## src/rtl/imm_enc.sv

```systemverilog
// imm_enc: packs a 32-bit immediate into the I/S/B/J immediate fields of an
// RV32 instruction template and flags values that cannot be encoded.
// The path is two registered stages (S1 inputs, S2 encoded word and flags)
// with valid/ready backpressure and a synchronous flush.
// Optional build macro IMM_ENC_ERRCNT_EN adds the saturating err_cnt output.
module imm_enc #(
    parameter int TAG_W = 4,
    parameter int CNT_W = 16
) (
    input  logic              clk,
    input  logic              rst,
    input  logic              flush,
    input  logic              in_valid,
    output logic              in_ready,
    input  logic [31:0]       ins_in,
    input  logic [31:0]       imm_in,
    input  logic [2:0]        imm_sel,
    input  logic [TAG_W-1:0]  tag_in,
    output logic              out_valid,
    input  logic              out_ready,
    output logic [31:0]       ins_out,
    output logic [TAG_W-1:0]  tag_out,
    output logic              err_range,
    output logic              err_align,
    output logic              err_sel
`ifdef IMM_ENC_ERRCNT_EN
    ,
    output logic [CNT_W-1:0]  err_cnt
`endif
);

    localparam logic [2:0] SEL_I = 3'b001;
    localparam logic [2:0] SEL_S = 3'b010;
    localparam logic [2:0] SEL_B = 3'b011;
    localparam logic [2:0] SEL_J = 3'b100;

    // True when v[31:lsb] is a pure sign extension, i.e. v fits the field.
    function automatic logic fits_signed(input logic signed [31:0] v, input int unsigned lsb);
        logic signed [31:0] hi;
        hi = v >>> lsb;
        return (hi == '0) || (hi == '1);
    endfunction

    logic                     s1_v_q, s1_v_d;
    logic                     s2_v_q, s2_v_d;
    logic [31:0]              s1_ins_q;
    logic signed [31:0]       s1_imm_q;
    logic [2:0]               s1_sel_q;
    logic [TAG_W-1:0]         s1_tag_q;
    logic [31:0]              s2_ins_q, s2_ins_d;
    logic [TAG_W-1:0]         s2_tag_q;
    logic                     s2_rng_q, s2_rng_d;
    logic                     s2_aln_q, s2_aln_d;
    logic                     s2_sel_q, s2_sel_d;
    logic                     s2_adv;
    logic                     accept;

    // S2 may load when it is empty or its result is being consumed this cycle.
    assign s2_adv   = !s2_v_q || out_ready;
    assign in_ready = !flush && (!s1_v_q || s2_adv);
    assign accept   = in_valid && in_ready;

    // Next-state of the two stage valid bits; flush empties both stages.
    always_comb begin
        s1_v_d = s1_v_q;
        s2_v_d = s2_v_q;
        if (flush) begin
            s1_v_d = 1'b0;
            s2_v_d = 1'b0;
        end else begin
            if (s2_adv) s2_v_d = s1_v_q;
            if (!s1_v_q || s2_adv) s1_v_d = accept;
        end
    end

    // Pack the S1 immediate into the template and derive the error flags.
    always_comb begin
        s2_ins_d = s1_ins_q;
        s2_rng_d = 1'b0;
        s2_aln_d = 1'b0;
        s2_sel_d = 1'b0;
        case (s1_sel_q)
            SEL_I: begin
                s2_ins_d[31:20] = s1_imm_q[11:0];
                s2_rng_d        = !fits_signed(s1_imm_q, 11);
            end
            SEL_S: begin
                s2_ins_d[31:25] = s1_imm_q[11:5];
                s2_ins_d[11:7]  = s1_imm_q[4:0];
                s2_rng_d        = !fits_signed(s1_imm_q, 11);
            end
            SEL_B: begin
                s2_ins_d[31]    = s1_imm_q[12];
                s2_ins_d[30:25] = s1_imm_q[10:5];
                s2_ins_d[11:8]  = s1_imm_q[4:1];
                s2_ins_d[7]     = s1_imm_q[11];
                s2_rng_d        = !fits_signed(s1_imm_q, 12);
                s2_aln_d        = s1_imm_q[0];
            end
            SEL_J: begin
                s2_ins_d[31]    = s1_imm_q[20];
                s2_ins_d[30:21] = s1_imm_q[10:1];
                s2_ins_d[20]    = s1_imm_q[11];
                s2_ins_d[19:12] = s1_imm_q[19:12];
                s2_rng_d        = !fits_signed(s1_imm_q, 20);
                s2_aln_d        = s1_imm_q[0];
            end
            default: begin
                s2_sel_d = 1'b1;
            end
        endcase
    end

    // Stage valid bits; in-flight data is discarded by reset.
    always_ff @(posedge clk or posedge rst) begin
        if (rst) begin
            s1_v_q <= 1'b0;
            s2_v_q <= 1'b0;
        end else begin
            s1_v_q <= s1_v_d;
            s2_v_q <= s2_v_d;
        end
    end

    // S1 captures the raw transfer on every accepted handshake.
    always_ff @(posedge clk) begin
        if (accept) begin
            s1_ins_q <= ins_in;
            s1_imm_q <= imm_in;
            s1_sel_q <= imm_sel;
            s1_tag_q <= tag_in;
        end
    end

    // S2 holds the encoded word and flags; it is frozen while the output stalls.
    always_ff @(posedge clk or posedge rst) begin
        if (rst) begin
            s2_ins_q <= '0;
            s2_tag_q <= '0;
            s2_rng_q <= 1'b0;
            s2_aln_q <= 1'b0;
            s2_sel_q <= 1'b0;
        end else if (s2_adv && s1_v_q) begin
            s2_ins_q <= s2_ins_d;
            s2_tag_q <= s1_tag_q;
            s2_rng_q <= s2_rng_d;
            s2_aln_q <= s2_aln_d;
            s2_sel_q <= s2_sel_d;
        end
    end

    assign out_valid = s2_v_q;
    assign ins_out   = s2_ins_q;
    assign tag_out   = s2_tag_q;
    assign err_range = s2_rng_q;
    assign err_align = s2_aln_q;
    assign err_sel   = s2_sel_q;

`ifdef IMM_ENC_ERRCNT_EN
    function automatic logic [CNT_W-1:0] sat_inc(input logic [CNT_W-1:0] c);
        return (c == '1) ? c : c + 1'b1;
    endfunction

    logic [CNT_W-1:0] err_cnt_q;

    // Count consumed results carrying any error flag; only reset clears it.
    always_ff @(posedge clk or posedge rst) begin
        if (rst) begin
            err_cnt_q <= '0;
        end else if (s2_v_q && out_ready && (s2_rng_q || s2_aln_q || s2_sel_q)) begin
            err_cnt_q <= sat_inc(err_cnt_q);
        end
    end

    assign err_cnt = err_cnt_q;
`else
    // No error counter in this build; CNT_W only sizes an unused stub.
    logic [CNT_W-1:0] unused_cnt_w;
    assign unused_cnt_w = '0;
`endif

endmodule
```

## config.mk

```make
export PLATFORM = sky130hd
export DESIGN_NAME = imm_enc
export DESIGN_NICKNAME = d
export VERILOG_FILES = /design/src/rtl/imm_enc.sv
export SDC_FILE = /design/constraint.sdc
export NUM_CORES = 1
export LEC_CHECK = 0
export BUFFER_PORTS_ARGS = -buffer_cell sky130_fd_sc_hd__buf_4
export CORE_AREA = 2 2 106 108
export DETAILED_ROUTE_END_ITERATION = 8
export DIE_AREA = 0 0 108 110
export SLEW_MARGIN = 30
export SYNTH_ARGS = -nofsm -noshare
export SYNTH_HDL_FRONTEND = slang
export SYNTH_SLANG_ARGS = --single-unit
```

## constraint.sdc

```tcl
create_clock -name clk -period 7 [get_ports clk]
set_clock_uncertainty 0.2 [all_clocks]
set_input_delay 0.35 -clock clk [delete_from_list [all_inputs] [get_ports clk]]
set_output_delay 0.35 -clock clk [all_outputs]
set_load 0.02 [all_outputs]
```

==> results of run 1 <==
-- layer usage --
| layer | GRT usage | wire [um] |
|---|---|---|
| met5 | 0 | 0 |
| met4 | 0.0467 | 91 |
| met1 | 0.196 | 3730 |
| met3 | 0.0359 | 527 |
| met2 | 0.273 | 4560 |
-- cell usage after synthesis (2+ instances only) --
library cell,instances
nor2_1,12
buf_6,4
o21ai_0,14
a21oi_1,5
nand2_1,28
nor3_1,2
nand3_1,3
xnor2_1,2
nand4_1,5
and2_1,2
clkbuf_1,2
o21ai_1,15
mux2i_1,26
nor4_1,5
edfxtp_1,71
inv_1,4
dfrtp_1,41
mux2_2,11
buf_2,5
-- state kept, by name, indices dropped and copies added (netlist names), 3 cells and up --
register,cells
ins_out,32
s1_imm_q,32
s1_ins_q,32
s1_sel_q,3
s1_tag_q,4
tag_out,4
-- cell families after synthesis --
kind of cell              after synthesis
xor gates and xnor gates                3
buffers and inverters                  16
muxes                                  37
AOI/OAI and AO/OA                      39
and+or+nand+nor                        63
DFF                                   112
-- per-stage QoR --
step / utilization / area (um2) / worst slack (ns) / std cells
2_1_floorplan: - / 4220 / 3.58 / 270
3_3_place_gp: 0.484 / 5180 / 4.88 / 514
3_5_place_dp: 0.484 / 5180 / 4.86 / 514
4_1_cts: 0.569 / 6090 / 4.78 / 602
5_1_grt: 0.570 / 6100 / 4.67 / 603
6_report: 0.570 / 6100 / 4.79 / 603
-- worst reg2reg max path: cells and delay by family (launching register included) --
kind             cells  cell delay, ns
AND/OR/NAND/NOR      2            0.94
flip-flops           1            0.38
AO/OA/AOI/OAI        1            0.18
-- final cells by class --
cell class / instances / area share
Tap cell: 140 / 0.0287
Multi-Input combinational cell: 142 / 0.157
Clock inverter: 6 / 0.00985
Inverter: 4 / 0.00267
Sequential cell: 112 / 0.518
Clock buffer: 10 / 0.0209
Timing Repair Buffer: 189 / 0.263
-- where the power goes --
part | total, W | switching, W | internal [W]
sequential | 0.000791 | 0.0000300 | 0.000761
clock | 0.000379 | 0.000214 | 0.000165
combinational | 0.000239 | 0.000114 | 0.000125
total | 0.00141 | 0.000358 | 0.00105
-- worst max path at each step --
stage / to / slack (ns) / depth (start not counted)
final: s1_imm_q[11] / 4.79 / 4
after global routing: s1_imm_q[19] / 4.67 / 4
after floorplan: s1_imm_q[0] / 3.58 / 3
after global placement: s1_imm_q[16] / 4.88 / 3
after detailed placement: s1_imm_q[27] / 4.86 / 3
after CTS: s1_imm_q[30] / 4.78 / 4
-- what timing repair did --
item / 4_1_cts / 5_1_grt
endpoints found under the hold margin: 73 / 41
hold buffers: 72 / 1
buffers inserted: 0 / 0
==> flow_summary.yaml, run 1 <==
status:
  status: "completed"
setup_path:
  rr_worst_depth: 3
  crit_path_cell_trace: "dlygate4sd3_1 -> buf_4 -> a21oi_1 -> and2_4"
  rrSetupSlack_ns: 4.88
  end_kind: "register"
  startpoint_type: "input port"
  worst-path-buf-inv: 2
  crit_slowest_cell: "and2_4"
  reg2reg_to: "s1_imm_q[11]"
  cp_top_family: "simple AND/OR/NAND/NOR gates"
  critPathMaxFanout: 71
  crit_path_start: "flush"
  path_class: "in -> reg"
  rr_startpoint: "out_valid"
  cpPeakStageDelay_ns: 0.77
  cp.required_ns: 6.79
  worstPathArrival_ns: 2.00
detailed_routing:
  drtIter0Drc: 145
  drt_first_pass_iters: 4
  viasPerCell: 4.57
  drc_errors: 0
  avgRoutedWirePerCell_um: 14.8
  via_count: 2753
  routed_wl_um: 8910
  ant_nets: 0
synth:
  synth_compound_area_frac: 0.0502
  synth_cells: 270
  synth_area_leader_cell: "edfxtp_1"
  synth_edf_count: 71
  ys_seq_area_frac: 0.749
  syn_avg_cell_area_um2: 15.6
  synthesis.area_mm2: 0.00422
  ys_top_cells_by_area: "edfxtp_1, dfrtp_1, mux2i_1, mux2_2, nand2_1"
  synth_xor_xnor_area_share: 0.0107
  ys_async_sr_fraction: 0.366
  syn-num-nets: 346
  synthAdderAreaFrac: 0
  yosys.area_share.simple: 0.0751
  synth_top_family_by_area: "multiplexers"
  yosys_warnings: 0
  netlist-cell-type-count: 32
  synth_top_area_frac: 0.506
  synth-main-ff-cell: "edfxtp_1"
  synthMuxAreaShare: 0.0911
  ys_seq_elements: 112
timing:
  finalSetupViolCount: 0
  drv_slew: 0
  finalSetupTns_ns: 0
  holdWs_ns: 0.0334
  slew_headroom: 0.378
  grt_setup_unrepaired: "no"
  hold_viol: 0
  finalCritPeriodShare: 0.315
  fmax_mhz: 453
  tightestPinTransition_ns: 0.934
  finalCriticalPeriod_ns: 2.21
clock_network:
  cts_root_buffer: "clkbuf_8"
  h-tree-depth: 3
  clk_latency_ns: 0.36
  cts_tree: "done"
  cts_buffers: 9
  cts-resized-gates: 0
  path_clk_slew_ns: 0.10
  cts_num_sinks: 112
  cts_max_path_buffers: 2
layout:
  mostFrequentLayoutCell: "buf_4"
  diodes: 0
  nets: 534
  regArea_mm2: 0.00316
  fill_cells: 884
  area_growth_pct: 44.7
  mostFrequentLayoutCells: "buf_4, dlygate4sd3_1, edfxtp_1"
  multi_input_area_um2: 960
  drive_gt1_frac: 0.320
hold_path:
  hold_class: "in -> reg"
  worstHoldStart: "in_valid"
  hold_end: "s1_v_q"
  hold_depth: 3
floorplanning:
  initial_utilization: 0.394
  row_count: 38
  pin_count: 117
  core_mm2: 0.0107
  fp.dieW_um: 108
  die_area_mm2: 0.0119
  die_h_um: 110
placed_design:
  dp_hpwl_um: 5260
  gp_congestion: 0.707
  portBuffers: 116
global_routing:
  antenna_found_initial: 0
  overflow: 0
  grt_usage: 0.157
  grt_max_degree: 72
  grt_pass1_vias: 2867
  grt_pass1_wl_um: 14100
power_and_ir_drop:
  power.total_w: 0.00141
  max-vdd-ir-drop_v: 0.000119
  power.leakage_nw: 2.52
  powerDensity_mw_per_mm2: 231
run:
  timing.max_cap.violations: 0
Note: power is estimated with default switching activity, not from simulation.
==> run 2, diff against run 1 <==
Clock period 7 ns to 2.26 ns, I/O delays scaled along.
==> run 2 against run 1 <==
Against the previous run: non-clock buffer count increased by 9; first-iteration DRC count shrank 23%; wire length is 1.4% higher; critical path depth unchanged; core utilization increased by 0.88 points; sequential power grew to 3.1 times the previous value; worst hold slack better by 0.083 ns; final cell count rose by 1.5%; global-route usage fell by 0.069 points; register-to-register slack lost 4.7 ns; sequential share of layout area is 0.78 points lower; clock-buffer cell count unchanged; largest cell class unchanged; highest routed layer unchanged.
==> flow_summary.yaml, run 2 (synthesis gave the netlist of run 1 again) <==
status:
  status: "completed"
power_and_ir_drop:
  power.total_w: 0.00432
  powerDensity_mw_per_mm2: 698
  max-vdd-ir-drop_v: 0.000317
  power.leakage_nw: 2.57
placed_design:
  gp_congestion: 0.681
  dp_hpwl_um: 5800
  pre_cts_ws_ns: 0.247
  portBuffers: 116
  dp.cells: 520
timing:
  drv_slew: 0
  finalSetupTns_ns: 0
  finalSetupViolCount: 0
  fmax_mhz: 489
  worst_slack_ns: 0.216
  finalCritPeriodShare: 0.904
  finalCriticalPeriod_ns: 2.04
  tightestPinTransition_ns: 0.580
  hold_viol: 0
  slew_headroom: 0.613
  holdWs_ns: 0.116
  grt_setup_unrepaired: "no"
hold_path:
  hold_class: "in -> async"
run:
  timing.max_cap.violations: 0
clock_network:
  cts-resized-gates: 0
  cts_setup_buffers: 0
  clk_latency_ns: 0.36
  cts_num_sinks: 112
  h-tree-depth: 3
  cts_tree: "done"
  cts_buffers: 9
  cts_max_path_buffers: 2
  cts_root_buffer: "clkbuf_8"
  cts_hold_buf: 76
  path_clk_slew_ns: 0.11
setup_path:
  crit_path_cell_trace: "nor2_8 -> and2_1 -> mux2i_1 -> o21ai_1"
  cpPeakStageDelay_ns: 0.62
  worst-path-buf-inv: 0
  end_kind: "register"
  cp.required_ns: 2.31
  cp_top_family: "simple AND/OR/NAND/NOR gates"
  startpoint_type: "register"
  critPathMaxFanout: 10
  rrSetupSlack_ns: 0.22
  rr_worst_depth: 4
  rr_startpoint: "s1_sel_q[0]"
  path_class: "reg -> reg"
  reg2reg_to: "ins_out[19]"
  worstPathArrival_ns: 2.09
  crit_slowest_cell: "edfxtp_1"
detailed_routing:
  drtIter0Drc: 112
  wl_met2_um: 4650
  avgRoutedWirePerCell_um: 14.8
  wl_met1_um: 3800
  drt_first_pass_iters: 4
  viasPerCell: 4.62
  drc_errors: 0
  via_count: 2825
  dr_wl_met3_um: 475
  routed_wl_um: 9030
  routed.top_layer: "met4"
  ant_nets: 0
layout:
  mostFrequentLayoutCells: "buf_4, dlygate4sd3_1, edfxtp_1"
  drive_gt1_frac: 0.331
  multi_input_area_um2: 963
  area_growth_pct: 46.9
  fill_cells: 861
  nets: 543
  finalNonFillerCells: 612
  diodes: 0
  regArea_mm2: 0.00316
  mostFrequentLayoutCell: "buf_4"
global_routing:
  grt_usage: 0.156
  overflow: 0
  antenna_found_initial: 0
  grt_max_degree: 51
  grt_pass1_wl_um: 13900
  grt_pass1_vias: 2919
floorplanning:
  fp.dieW_um: 108
  die_area_mm2: 0.0119
  die_h_um: 110
  initial_utilization: 0.394
  pin_count: 117
  row_count: 38
  core_mm2: 0.0107
==> run 2: cell types whose count changed in the layout (fill, tap and decap cells not counted) <==
cell / previous run / this run
clkinv_1: 1 / 0
inv_2: 0 / 1
buf_12: 0 / 2
inv_8: 0 / 1
inv_6: 1 / 3
buf_4: 116 / 120
a21oi_2: 0 / 1
clkinvlp_4: 1 / 0
dlygate4sd3_1: 73 / 76
clkinv_2: 3 / 1
bufinv_16: 1 / 0
a21oi_1: 5 / 4
clkinv_4: 0 / 1
==> run 2: layout make-up <==
type                    instances  share of cell area
multi-input cells             142               0.156
clock inverters                 6             0.00828
clock buffers                  10              0.0206
repair buffers                198               0.275
flip-flops and latches        112               0.510
inverters                       4             0.00242
well taps                     140              0.0283
==> run 2: routing by layer <==
| layer | vias to the layer above | global-route usage |
|---|---|---|
| li1 | 1381 | - |
| met1 | 1347 | 0.189 |
| met2 | 87 | 0.278 |
| met3 | 10 | 0.0312 |
| met4 | 0 | 0.0540 |
| met5 | - | 0 |
==> run 2: metrics by stage <==
stage	utilization	instance area, um2
finish	0.579	6190
global route	0.579	6190
floorplan	-	4220
detailed placement	0.491	5250
global placement	0.491	5250
CTS	0.579	6190
==> run 2: power breakdown <==
group	leakage, nW	switching (W)	internal, W	total, W
registers	1.17	0.0000917	0.00236	0.00245
clock network	0.0936	0.000687	0.000423	0.00111
logic	1.31	0.000363	0.000402	0.000764
total	2.57	0.00114	0.00318	0.00432
==> run 2: how the worst max path moves through the flow <==
stage | cells past startpoint | end | startpoint
after CTS | 4 | ins_out[19] | s1_sel_q[0]
after detailed placement | 4 | ins_out[19] | s1_sel_q[0]
after global routing | 4 | ins_out[14] | s1_sel_q[0]
after global placement | 4 | ins_out[16] | s1_sel_q[0]
after floorplan | 3 | s1_imm_q[0] | out_valid
final | 4 | ins_out[19] | s1_sel_q[0]
==> run 2: tightest hold or removal path, delay by kind of cell <==
family | cells | cell delay, ns
buffers and inverters | 3 | 1.03
